==> config.mk <==
export PLATFORM = sky130hd
export DESIGN_NAME = axis_fifo_sync
export DESIGN_NICKNAME = d
export VERILOG_FILES = /design/src/rtl/axis_fifo_sync.sv
export SDC_FILE = /design/constraint.sdc
export NUM_CORES = 2
export LEC_CHECK = 0
export CORE_UTILIZATION = 65
export CTS_CLUSTER_SIZE = 40
export DETAILED_ROUTE_END_ITERATION = 10
export GPL_ROUTABILITY_DRIVEN = 0
export GPL_TIMING_DRIVEN = 0
export PLACE_DENSITY_LB_ADDON = 0.1
export SLEW_MARGIN = 10
export SYNTH_ARGS = -nofsm -noshare
export SYNTH_HDL_FRONTEND = slang
export SYNTH_MEMORY_MAX_BITS = 65536
export SYNTH_SLANG_ARGS = --single-unit
==> constraint.sdc <==
create_clock -name clk -period 49.9 [get_ports clk]
set_input_delay 4.99 -clock clk [delete_from_list [all_inputs] [get_ports clk]]
set_output_delay 4.99 -clock clk [all_outputs]
set_load 0.005 [all_outputs]
==> src/rtl/axis_fifo_sync.sv <==
// Single-clock AXI-stream FIFO with first-word fall-through and tlast storage.
// Define AXIS_FIFO_SYNC_PKT_MODE_EN to hold output until a whole packet is stored.
module axis_fifo_sync #(
   parameter int unsigned DATA_WIDTH = 256,
   parameter int unsigned FIFO_DEPTH = 16,
   localparam int unsigned AW = $clog2(FIFO_DEPTH)
) (
   input  logic                  clk,
   input  logic                  rst_n,
   input  logic                  s_axis_tvalid,
   output logic                  s_axis_tready,
   input  logic [DATA_WIDTH-1:0] s_axis_tdata,
   input  logic                  s_axis_tlast,
   output logic                  m_axis_tvalid,
   input  logic                  m_axis_tready,
   output logic [DATA_WIDTH-1:0] m_axis_tdata,
   output logic                  m_axis_tlast,
   output logic [AW:0]           fifo_count
);

   localparam logic [AW:0] PtrOne = {{AW{1'b0}}, 1'b1};

   logic [DATA_WIDTH:0] mem_q [FIFO_DEPTH];
   logic [AW:0]         wr_ptr_q, wr_ptr_d;
   logic [AW:0]         rd_ptr_q, rd_ptr_d;
   logic [AW:0]         count_q, count_d;
   logic [DATA_WIDTH:0] rd_entry;
   logic                empty, full, wr_en, rd_en;

   assign empty = (wr_ptr_q == rd_ptr_q);
   assign full  = (wr_ptr_q[AW] != rd_ptr_q[AW]) && (wr_ptr_q[AW-1:0] == rd_ptr_q[AW-1:0]);

   // Gated by rst_n so the producer sees ready low for the whole reset window.
   assign s_axis_tready = ~full & rst_n;
   assign wr_en         = s_axis_tvalid & s_axis_tready;
   assign rd_en         = m_axis_tvalid & m_axis_tready;

   assign rd_entry     = mem_q[rd_ptr_q[AW-1:0]];
   assign m_axis_tdata = rd_entry[DATA_WIDTH:1];
   assign m_axis_tlast = rd_entry[0];
   assign fifo_count   = count_q;

   always_comb begin
      wr_ptr_d = wr_ptr_q;
      rd_ptr_d = rd_ptr_q;
      count_d  = count_q;
      if (wr_en) wr_ptr_d = wr_ptr_q + PtrOne;
      if (rd_en) rd_ptr_d = rd_ptr_q + PtrOne;
      if (wr_en && !rd_en) begin
         count_d = count_q + PtrOne;
      end else if (!wr_en && rd_en) begin
         count_d = count_q - PtrOne;
      end
   end

   always_ff @(posedge clk) begin
      if (!rst_n) begin
         wr_ptr_q <= '0;
         rd_ptr_q <= '0;
         count_q  <= '0;
      end else begin
         wr_ptr_q <= wr_ptr_d;
         rd_ptr_q <= rd_ptr_d;
         count_q  <= count_d;
      end
   end

   // Storage is deliberately not reset.
   always_ff @(posedge clk) begin
      if (wr_en) mem_q[wr_ptr_q[AW-1:0]] <= {s_axis_tdata, s_axis_tlast};
   end

`ifdef AXIS_FIFO_SYNC_PKT_MODE_EN
   logic [AW:0] pkt_cnt_q, pkt_cnt_d;
   logic        cut_thru_q, cut_thru_d;
   logic        wr_last, rd_last;

   assign wr_last = wr_en & s_axis_tlast;
   assign rd_last = rd_en & m_axis_tlast;

   // A full FIFO with no complete packet must drain in cut-through or it deadlocks.
   assign m_axis_tvalid = ~empty & ((pkt_cnt_q != '0) | full | cut_thru_q);

   always_comb begin
      pkt_cnt_d  = pkt_cnt_q;
      cut_thru_d = cut_thru_q;
      if (wr_last && !rd_last) begin
         pkt_cnt_d = pkt_cnt_q + PtrOne;
      end else if (!wr_last && rd_last) begin
         pkt_cnt_d = pkt_cnt_q - PtrOne;
      end
      if (rd_last) begin
         cut_thru_d = 1'b0;
      end else if (full && (pkt_cnt_q == '0)) begin
         cut_thru_d = 1'b1;
      end
   end

   always_ff @(posedge clk) begin
      if (!rst_n) begin
         pkt_cnt_q  <= '0;
         cut_thru_q <= 1'b0;
      end else begin
         pkt_cnt_q  <= pkt_cnt_d;
         cut_thru_q <= cut_thru_d;
      end
   end
`else
   assign m_axis_tvalid = ~empty;
`endif

endmodule

# Yosys cells after proc, flatten, opt, wreduce, memory -nomap -nowiden

Memory sizes are Yosys's and may differ from the RTL's. A register that Yosys moved wholly into a read port is not among the register bits.
Index checks and enable logic that the tools add are counted.
Widths: inputs -> output; s select.

$add $sub $neg: 4
Eq/ne operators: 3
Mux-type cells: 6
Bitwise logic cells: 5
Reduce and logical (&&, ||, !) cells: 6

Operators with widths:

| cell                | count |
|---|---|
| $add 5x1->5 const B | 3 |
| $mux 5              | 2 |
| $mux 4              | 2 |
| $eq 5x5->1          | 1 |
| $sub 5x1->5 const B | 1 |
| $eq 4x4->1          | 1 |
| $and 1x1->1         | 3 |
| $logic_and 1x1->1   | 3 |
| $logic_not 1->1     | 2 |
| $mux 1              | 2 |
| $not 1->1           | 2 |
| $reduce_bool 2->1   | 1 |
| $ne 1x1->1          | 1 |

Register bits after elaboration: 15
RAM bits: 4112
Bits of input ports: 261
Memories kept: 1

Memory list:

| memory | depth | bits a word | read ports | clocked after memory_dff | write ports | RTL line | source |
|---|---|---|---|---|---|---|---|
| mem_q  | 16    | 257         | 1          | 1                        | 1           | 23       | `logic [DATA_WIDTH:0] mem_q [FIFO_DEPTH];` |

# Logic depth before layout (Yosys ltp)

Depth in word-level cells: 9
Depth in mapped cells: 13
Depth with buffers taken out: 11

# Worst setup path before layout

Ideal clock, no wire load.

Path kind: input to register
From: input port rst_n
To: memory mem_q[10][0] (netlist name) (enable)
Data arrival time: 29810 ps
Required time: 48399 ps
Setup slack: 18589 ps
Stages: 4
Path buffers: 2
Path through: clkbuf_1 clkbuf_1 nand2_1 nor4_1

Cells in the longest elaborated chain, start to end: 4

Ends and longest elaborated chain:

| what                         | RTL line | source |
|---|---|---|
| start: declaration           | 9        | `input logic rst_n,` |
| $and 1x1->1                  | 34       | `assign s_axis_tready = ~full & rst_n;` |
| $and 1x1->1                  | 35       | `assign wr_en = s_axis_tvalid & s_axis_tready;` |
| $mux 1                       | 70       | `if (wr_en) mem_q[wr_ptr_q[AW-1:0]] <= {s_axis_tdata, s_axis_tlast};` |
| $mux 1 (not written as such) | 70       |  |
| end: declaration             | 23       |  |

No other way between the ends.

# Worst setup path in the final report

From: input port rst_n
To: output port s_axis_tready

Cells in the longest elaborated chain, start to end: 1

Ends and longest elaborated chain:

| what             | RTL line | source |
|---|---|---|
| $and 1x1->1      | 34       |  |
| end: declaration | 11       | `output logic s_axis_tready,` |

No other way between the ends.

==> flow_metrics.py <==
metrics = {
    "drt": {
        "post_drt_wl_per_cell_um": 35.0,
        "drc": 140,
        "dr.pass1.iters": 8,
        "vias_per_cell": 6.74,
        "ant_nets": 0,
        "dr_total_vias": 76800,
        "wl_um": 399000,
        "drt_iter0_drc": 10900,
    },
    "synth": {
        "yosysWarningCount": 0,
        "synth_top_area_share": 0.793,
        "syn_area_um2": 156000,
        "synth_seq_area_share": 0.796,
        "yosys_register_bits": 4131,
        "synthDistinctLibCells": 38,
        "synthArstFlopShare": 0,
        "syn-num-nets": 6389,
        "synth_ff_type": "edfxtp_1",
        "yosysMostFrequentCell": "edfxtp_1",
        "synth-edff-count": 4112,
        "synth_top_cells_by_count": "4,112 x edfxtp_1, 1,198 x mux4_2, 154 x clkbuf_1",
        "synthCells": 6118,
        "synth_area_leaders": "edfxtp_1 79%, mux4_2 17%, mux2i_1 0.62%",
        "yosys.area.top_type": "edfxtp_1",
        "avgSynthCellArea_um2": 25.4,
    },
    "finish": {
        "fin_nets": 8117,
        "syn2layout_area_growth_pct": 18.3,
        "stdcell_area_um2": 184000,
        "drive_gt1_frac": 0.333,
    },
    "placed_design": {
        "portBuffers": 523,
        "hpwl_um": 266000,
        "dpl-instance-area_um2": 171000,
    },
    "flow_run": {
        "drv_cap": 0,
    },
    "floorplanning": {
        "dieArea_um2": 241000,
        "io_pins": 525,
        "die_w_um": 491,
        "core_region_area_um2": 238000,
        "die_y_um": 491,
        "start_util": 0.654,
        "num_rows": 179,
    },
    "outcome": {
        "violations": "design-rule violations",
        "status": "finished, violations left",
    },
    "global_routing": {
        "overflow": 0,
        "grt_use_total": 0.335,
        "grt_pass1_wl_um": 562000,
        "grt_pass1_vias": 78000,
        "antenna_found_initial": 91,
        "grt_max_degree": 17,
    },
    "power": {
        "leakage_nw": 58.1,
        "p_per_area_nw_per_um2": 41.6,
        "p_total_mw": 7.66,
        "vdd_ir_drop_max_mv": 0.0306,
    },
    "hold_path": {
        "hold_class": "reg -> reg",
    },
    "timing": {
        "relSlewSlack": 0.147,
        "fin_crit_ns": 11.48,
        "hold_violations": 0,
        "setup-violations-final": 0,
        "finalSetupTns_ns": 0,
        "min_period_over_period": 0.230,
        "max_freq_mhz": 87.1,
        "slew_viol_final": 0,
        "fin_skew_ns": 0.0403,
        "worstMarginPinSlew_ns": 1.28,
        "rsz0062_at_grt": "false",
    },
    "cts": {
        "cts-buffers-inserted": 410,
        "ctsHoldBuffers": 0,
        "cts_tree": "yes",
        "clkTransAtPathRegs_ns": 0.06,
        "ctsResizeCount": 0,
        "cts-root-buf": "clkbuf_16",
        "htree_num_levels": 5,
        "post_cts_buffers": 0,
        "clock_latency_ns": 0.98,
        "clock-sinks": 4131,
        "clockBufferDepth": 4,
    },
    "setup_path": {
        "cp.arrival_ns": 6.49,
        "cp_max_fo": 10,
        "cp_slowest_cell": "clkdlybuf4s50_1",
        "r2r_slack_ns": 45.08,
        "crit_required_ns": 44.91,
        "cp_cell_sequence": "clkbuf_1 -> clkinv_1 -> nor2_1 -> clkdlybuf4s50_1",
        "cp-end-kind": "output port",
        "path_class": "in -> out",
        "cpPeakStageDelay_ns": 0.52,
        "start_kind": "input port",
    },
}
[cell type report]
class,instances,area [µm²]
Inverter,8,30.0
Fill cell,12000,53700
Timing Repair Buffer,1316,11600
Clock buffer,498,10800
Clock inverter,225,1980
Sequential cell,4131,124000
Buffer,323,1510
Multi-Input combinational cell,1656,30300
Antenna cell,60,150
Tap cell,3167,3960
[through the flow]
| stage | utilization | cells | setup slack (ns) | hold slack [ns] |
|---|---|---|---|---|
| 3_5_place_dp | 0.720 | 10600 | 38.45 | 0.495 |
| 6_report | 0.774 | 11400 | 38.42 | 0.500 |
| 3_3_place_gp | 0.693 | 9808 | -14.21 | 0.474 |
| 2_1_floorplan | - | 6118 | 18.59 | 0.472 |
| 4_1_cts | 0.774 | 11300 | 38.44 | 0.505 |
| 5_1_grt | 0.774 | 11400 | 38.30 | 0.516 |
[placed cells by master (no fill, tap or decap), types with 13 or more instances in the layout]
master	instances
buf_4	627
dfxtp_1	19
buf_6	130
a21oi_1	93
bufinv_16	36
clkbuf_1	222
clkbuf_16	418
clkinvlp_4	13
edfxtp_1	4112
nand2_1	20
buf_1	13
buf_2	187
nor2b_1	87
clkdlybuf4s50_1	523
clkinv_2	69
a211oi_1	88
clkinv_1	99
mux2i_1	97
mux4_2	1198
diode_2	60
[state kept, by name (all words and copies together), names as in the netlist, named ones only]
signal and cells:
rd_ptr_q 5, wr_ptr_q 5, fifo_count 5, mem_q 4112
[critical path, delay by kind of cell]
family | cells | cell delay [ns]
buf+inv | 3 | 1.28
simple gates | 1 | 0.21
[cells by family after synthesis]
group                    share of synthesized area
AND/OR/NAND/NOR                            0.00548
flip-flops                                   0.796
buffers and inverters                      0.00978
adder cells (fa/ha/maj)                   0.000852
XOR/XNOR                                  0.000507
multiplexers                                 0.180
AO/OA/AOI/OAI                              0.00782
[routing by layer]
layer	wire length (µm)	global-route usage	up-vias
met5	423	0	-
met4	15400	0.126	64
met3	46600	0.0796	749
met2	192000	0.520	4968
met1	144000	0.473	40700
li1	-	-	30300
[path summary, 6_finish.rpt]
| path | startpoint | endpoint | depth (start not counted) |
|---|---|---|---|
| worst max-delay path | rst_n | s_axis_tready | 4 |
| worst max register to register | wr_ptr_q[4] | mem_q[8][29] | 15 |
| worst min register to register | fifo_count[4] | fifo_count[4] | 2 |
| worst min-delay path | fifo_count[4] | fifo_count[4] | 2 |
[where the power goes]
group / internal (mW) / leakage [nW] / total [mW] / switching (mW)
combinational: 0.420 / 14.7 / 0.847 / 0.427
sequential: 3.84 / 37.2 / 3.85 / 0.00798
clock: 1.71 / 6.23 / 2.96 / 1.25
No activity file was read; power rests on OpenSTA's default activity.
